===== config.mk =====
export PLATFORM = sky130hd
export DESIGN_NAME = ntt_layer_sequencer
export DESIGN_NICKNAME = d
export VERILOG_FILES = /design/src/rtl/ntt_layer_sequencer.sv
export SDC_FILE = /design/constraint.sdc
export NUM_CORES = 1
export LEC_CHECK = 0
export ABC_AREA = 1
export BUFFER_PORTS_ARGS = -buffer_cell sky130_fd_sc_hd__buf_2
export CORE_ASPECT_RATIO = 0.8
export CORE_MARGIN = 4
export CORE_UTILIZATION = 40
export DETAILED_ROUTE_END_ITERATION = 8
export PLACE_DENSITY = 0.76
export RECOVER_POWER = 50
export SETUP_SLACK_MARGIN = 0.1
export SLEW_MARGIN = 5
export SYNTH_ARGS = -nofsm -noshare
export SYNTH_HDL_FRONTEND = slang
export SYNTH_SLANG_ARGS = --single-unit

===== constraint.sdc =====
create_clock -name clk -period 10.7 [get_ports clk]
set_clock_uncertainty 0.1 [all_clocks]
set_input_delay 1.605 -clock clk [delete_from_list [all_inputs] [get_ports clk]]
set_output_delay 1.605 -clock clk [all_outputs]
set_load 0.03 [all_outputs]

===== src/rtl/ntt_layer_sequencer.sv =====
// ntt_layer_sequencer
// Address and operand sequencer for the Dilithium forward NTT of one
// 256-coefficient polynomial. It drives a single pipelined butterfly unit and
// ping-pongs the coefficients between two RAM banks from layer to layer.
// Optional feature: define NTT_SEQ_PERF_EN to add the cyc_cnt busy-cycle counter.
module ntt_layer_sequencer #(
   parameter int Q = 8380417,
   parameter int N = 256,
   localparam int DW = $clog2(Q),
   localparam int AW = $clog2(N)
) (
   input  logic          clk,
   input  logic          rst,
   input  logic          start,
   output logic          busy,
   output logic          done,
   output logic          src_bank,
   output logic [AW-1:0] rd_addr_j,
   output logic [AW-1:0] rd_addr_k,
   input  logic [DW-1:0] rd_data_j,
   input  logic [DW-1:0] rd_data_k,
   output logic [AW-1:0] zeta_idx,
   input  logic [DW-1:0] zeta_data,
   output logic [DW-1:0] bf_a,
   output logic [DW-1:0] bf_b,
   output logic [DW-1:0] bf_zeta,
   input  logic [DW-1:0] bf_u,
   input  logic [DW-1:0] bf_v,
`ifdef NTT_SEQ_PERF_EN
   output logic [10:0]   cyc_cnt,
`endif
   output logic          wr_en,
   output logic [AW-1:0] wr_addr_j,
   output logic [AW-1:0] wr_addr_k,
   output logic [DW-1:0] wr_data_j,
   output logic [DW-1:0] wr_data_k
);

   localparam int HALF = N / 2;
   localparam logic [AW-2:0] BCNT_LAST = (AW-1)'(HALF - 1);
   localparam logic [2:0] LAYER_LAST = 3'd7;

   typedef enum logic [1:0] {
      IDLE,
      ISSUE,
      DRAIN,
      DONE
   } state_t;

   state_t        state, state_nxt;
   logic [2:0]    layer, layer_nxt;
   logic [AW-2:0] bcnt, bcnt_nxt;
   logic [1:0]    dcnt, dcnt_nxt;

   logic [AW-1:0] len_nxt, mask_nxt, bcnt_ext, grp_nxt;
   logic [AW-1:0] j_nxt, k_nxt, zeta_nxt;

   logic          v1, v2;
   logic [AW-1:0] j_d1, k_d1, j_d2, k_d2;
   logic [DW-1:0] a_reg;

   // Control state, layer, butterfly and drain counters
   always_ff @(posedge clk or posedge rst) begin
      if (rst) begin
         state <= IDLE;
         layer <= '0;
         bcnt  <= '0;
         dcnt  <= '0;
      end else begin
         state <= state_nxt;
         layer <= layer_nxt;
         bcnt  <= bcnt_nxt;
         dcnt  <= dcnt_nxt;
      end
   end

   // Next-state logic: 128 issues then 4 drain cycles per layer, 8 layers, one DONE cycle
   always_comb begin
      state_nxt = state;
      layer_nxt = layer;
      bcnt_nxt  = bcnt;
      dcnt_nxt  = dcnt;
      unique case (state)
         IDLE: begin
            if (start) begin
               state_nxt = ISSUE;
               layer_nxt = '0;
               bcnt_nxt  = '0;
            end
         end
         ISSUE: begin
            if (bcnt == BCNT_LAST) begin
               state_nxt = DRAIN;
               dcnt_nxt  = '0;
            end else begin
               bcnt_nxt = bcnt + 1'b1;
            end
         end
         DRAIN: begin
            if (dcnt == 2'd3) begin
               if (layer != LAYER_LAST) begin
                  state_nxt = ISSUE;
                  layer_nxt = layer + 1'b1;
                  bcnt_nxt  = '0;
               end else begin
                  state_nxt = DONE;
               end
            end else begin
               dcnt_nxt = dcnt + 1'b1;
            end
         end
         DONE: begin
            state_nxt = IDLE;
         end
         default: begin
            state_nxt = IDLE;
         end
      endcase
   end

   // Address of the butterfly about to issue: j is bcnt with a zero bit inserted at position l'
   always_comb begin
      bcnt_ext = {1'b0, bcnt_nxt};
      len_nxt  = AW'(HALF) >> layer_nxt;
      mask_nxt = len_nxt - 1'b1;
      grp_nxt  = bcnt_ext >> (LAYER_LAST - layer_nxt);
      j_nxt    = ((bcnt_ext & ~mask_nxt) << 1) | (bcnt_ext & mask_nxt);
      k_nxt    = j_nxt | len_nxt;
      zeta_nxt = (AW'(1) << layer_nxt) + grp_nxt;
   end

   // Registered read and zeta addresses, loaded one edge ahead of each issue cycle
   always_ff @(posedge clk or posedge rst) begin
      if (rst) begin
         rd_addr_j <= '0;
         rd_addr_k <= '0;
         zeta_idx  <= '0;
      end else if (state_nxt == ISSUE) begin
         rd_addr_j <= j_nxt;
         rd_addr_k <= k_nxt;
         zeta_idx  <= zeta_nxt;
      end
   end

   // Operand alignment and write-back delay line matching the butterfly latency
   always_ff @(posedge clk or posedge rst) begin
      if (rst) begin
         v1        <= 1'b0;
         v2        <= 1'b0;
         wr_en     <= 1'b0;
         j_d1      <= '0;
         k_d1      <= '0;
         j_d2      <= '0;
         k_d2      <= '0;
         wr_addr_j <= '0;
         wr_addr_k <= '0;
         a_reg     <= '0;
      end else begin
         v1        <= (state == ISSUE);
         j_d1      <= rd_addr_j;
         k_d1      <= rd_addr_k;
         v2        <= v1;
         j_d2      <= j_d1;
         k_d2      <= k_d1;
         a_reg     <= v1 ? rd_data_j : '0;
         wr_en     <= v2;
         wr_addr_j <= j_d2;
         wr_addr_k <= k_d2;
      end
   end

`ifdef NTT_SEQ_PERF_EN
   // Busy-cycle counter: cleared by an accepted start, held after done
   always_ff @(posedge clk or posedge rst) begin
      if (rst) begin
         cyc_cnt <= '0;
      end else if (state == IDLE && start) begin
         cyc_cnt <= '0;
      end else if (busy) begin
         cyc_cnt <= cyc_cnt + 1'b1;
      end
   end
`endif

   // Status, bank select and gated operand/result pass-throughs
   always_comb begin
      busy      = (state == ISSUE) || (state == DRAIN);
      done      = (state == DONE);
      src_bank  = layer[0];
      bf_a      = a_reg;
      bf_b      = v1 ? rd_data_k : '0;
      bf_zeta   = v1 ? zeta_data : '0;
      wr_data_j = wr_en ? bf_u : '0;
      wr_data_k = wr_en ? bf_v : '0;
   end

endmodule


==> flow_summary.yaml <==
critical_path:
  critPathKind: "in -> async"
  crit_required_ns: 10.14
  arrival_ns: 5.51
  endpoint_kind: "async pin"
  start_kind: "input pin"
  worst-path-max-fanout: 78
finish:
  diodes: 0
  final_common_cell: "buf_2"
  largest_reg_flops: 23
  final_cell_mix: "buf_2, nand2_1, inv_1"
  drive_gt1_share_pct: 27.6
  layout.nets: 1046
  nFillCells: 1281
  areaGrowthSynthToFinish_pct: 33.7
  fin_area_um2: 6970
timing:
  hold_ws_ns: 0.246
  setup_ws_ns: 4.63
  worstMarginPinSlew_ns: 3.96
  setup_viol_count_final: 0
  maxSlewViolCount: 179
  fin_tns_setup_ns: 0
  fin_crit_sh_pct: 56.8
  finalHoldViolCount: 0
  rsz0062_at_grt: "no"
  relSlewSlack_pct: -164
  fmax_ghz: 0.165
  post-route-min-period_ns: 6.07
min_path:
  min_path_type: "reg -> reg"
power_and_ir_drop:
  p_per_area_nw_per_um2: 127
  ir_worst_vdd_uv: 78.8
  power.leakage_nw: 4.29
floorplanning:
  pin_count: 277
  die_w_um: 136
  core_um2: 12800
  fp.dieH_um: 110
  row_count: 37
  start_util_pct: 40.7
  die-area_um2: 14900
run:
  max-cap-violations: 3
clock_tree:
  cts_setup_buffers: 0
  clock_sinks: 112
  root_buffer: "clkbuf_16"
  cts_buffer_depth: 2
  clk_pin_slew_ns: 0.07
  ctsResizeCount: 0
  cts_tree: "built"
  ctsHoldBuffers: 0
  htree_levels: 3
  clk_latency_ns: 0.34
  numCtsBuffers: 9
status:
  violations: "capacitance limit, slew limit"
  status: "finished with violations"
grt:
  first_global_vias: 4417
  grt-ovfl-total: 0
  grt_pass1_wl_um: 23900
  grt_usage_pct: 20.7
  antenna_found_initial: 0
  grt_start_max_net_pins: 79
logic_synthesis:
  synthArstFlopShare_pct: 100
  synth_edf_count: 0
  synth_seq_area_share_pct: 53.7
  synth_cells: 641
  ys_dominant_reg_cell: "dfrtp_1"
  avgSynthCellArea_um2: 8.14
  syn_nets: 774
  ys_ff_latch: 112
  ys_types: 36
  yosysWarnings: 0
  synth_area_um2: 5220
placement:
  dp_hpwl_um: 13000
  post-place-ws_ns: 6.18
  gp_congestion: 0.930
  port-buffer-count: 276
  placed_area_um2: 6770
routing:
  drc: 0
  vias: 4840
  drtIter0Drc: 303
  ant_nets: 0
  routed_wl_um: 16100
  via_per_inst: 4.43
  wl_per_cell_um: 14.7
  dr.pass1.iters: 5
==> synthesized netlist by cell type, types with 2 or more instances <==
master	instances	area share, %
a21oi_1	14	1.3
nand2_2	5	0.60
nor2_2	4	0.48
o21ai_1	11	1.1
nand3_1	24	2.3
o21a_1	5	0.72
o21ai_2	2	0.34
nor2_1	22	1.6
nand4_1	5	0.60
xor2_1	3	0.50
o21ai_0	12	1.2
nand2_1	205	15
inv_2	7	0.50
ha_1	14	3.4
o22ai_1	3	0.36
inv_1	154	11
buf_4	3	0.43
clkbuf_1	15	1.1
nand3_2	2	0.38
o221ai_1	3	0.50
nor2_4	2	0.43
dfrtp_1	112	54
==> through the flow <==
| step | utilization (%) | std cells | total power (W) |
|---|---|---|---|
| 2_1_floorplan | - | 641 | 0.000507 |
| 3_3_place_gp | 52.8 | 1077 | 0.000557 |
| 3_5_place_dp | 52.8 | 1077 | 0.000558 |
| 4_1_cts | 55.1 | 1093 | 0.000894 |
| 5_1_grt | 54.4 | 1093 | 0.000920 |
| 6_report | 54.4 | 1093 | 0.000883 |
==> worst max-delay path, stage by stage <==
cell        delay (ns)
buf_2             0.10
clkinvlp_2        0.89
clkbuf_1          2.87
==> worst paths after layout <==
path,slack [ns],cells past startpoint,endpoint,start
setup / recovery,4.63,3,rd_addr_k[6],rst
hold / removal,0.25,0,wr_addr_k[5],k_d2[5]
setup reg to reg,6.49,19,zeta_idx[7],state[0]
hold reg to reg,0.25,0,wr_addr_k[5],k_d2[5]
max in group clk,5.57,4,bf_b[14],v1
min in group asynchronous,1.52,2,bf_a[5],rst
==> per-layer routing <==
layer  track usage (%)  wire (um)  vias to the layer above
met5                 0          0                        -
met3              4.31       1150                        8
li1                  -          -                     2425
met4              2.95         86                        0
met2              34.3       7730                      165
met1              29.0       7100                     2242
==> where the power goes <==
part	internal, W	switching (W)
combinational	0.0000366	0.0000818
sequential	0.000427	0.00000138
clock	0.000184	0.000152
total	0.000648	0.000235
==> layout make-up <==
type	instances	area [um^2]	share of cell area, %
Clock buffer	9	225	3.23
Clock inverter	7	80.1	1.15
Inverter	161	606	8.69
Multi-Input combinational cell	349	1720	24.6
Sequential cell	112	2800	40.2
Tap cell	175	219	3.14
Timing Repair Buffer	280	1320	19.0
==> cell families (layout without fill, tap and decap cells) <==
group | after synthesis | count (layout) | synth area share, %
adders and majority gates | 15 | 15 | 3.74
DFF | 112 | 112 | 53.7
AOI/OAI and AO/OA | 56 | 56 | 6.74
xor gates and xnor gates | 4 | 4 | 0.672
and+or+nand+nor | 273 | 273 | 21.7
muxes | 1 | 1 | 0.192
buffers and inverters | 180 | 457 | 13.2
Power figures use the tool's default switching activity.
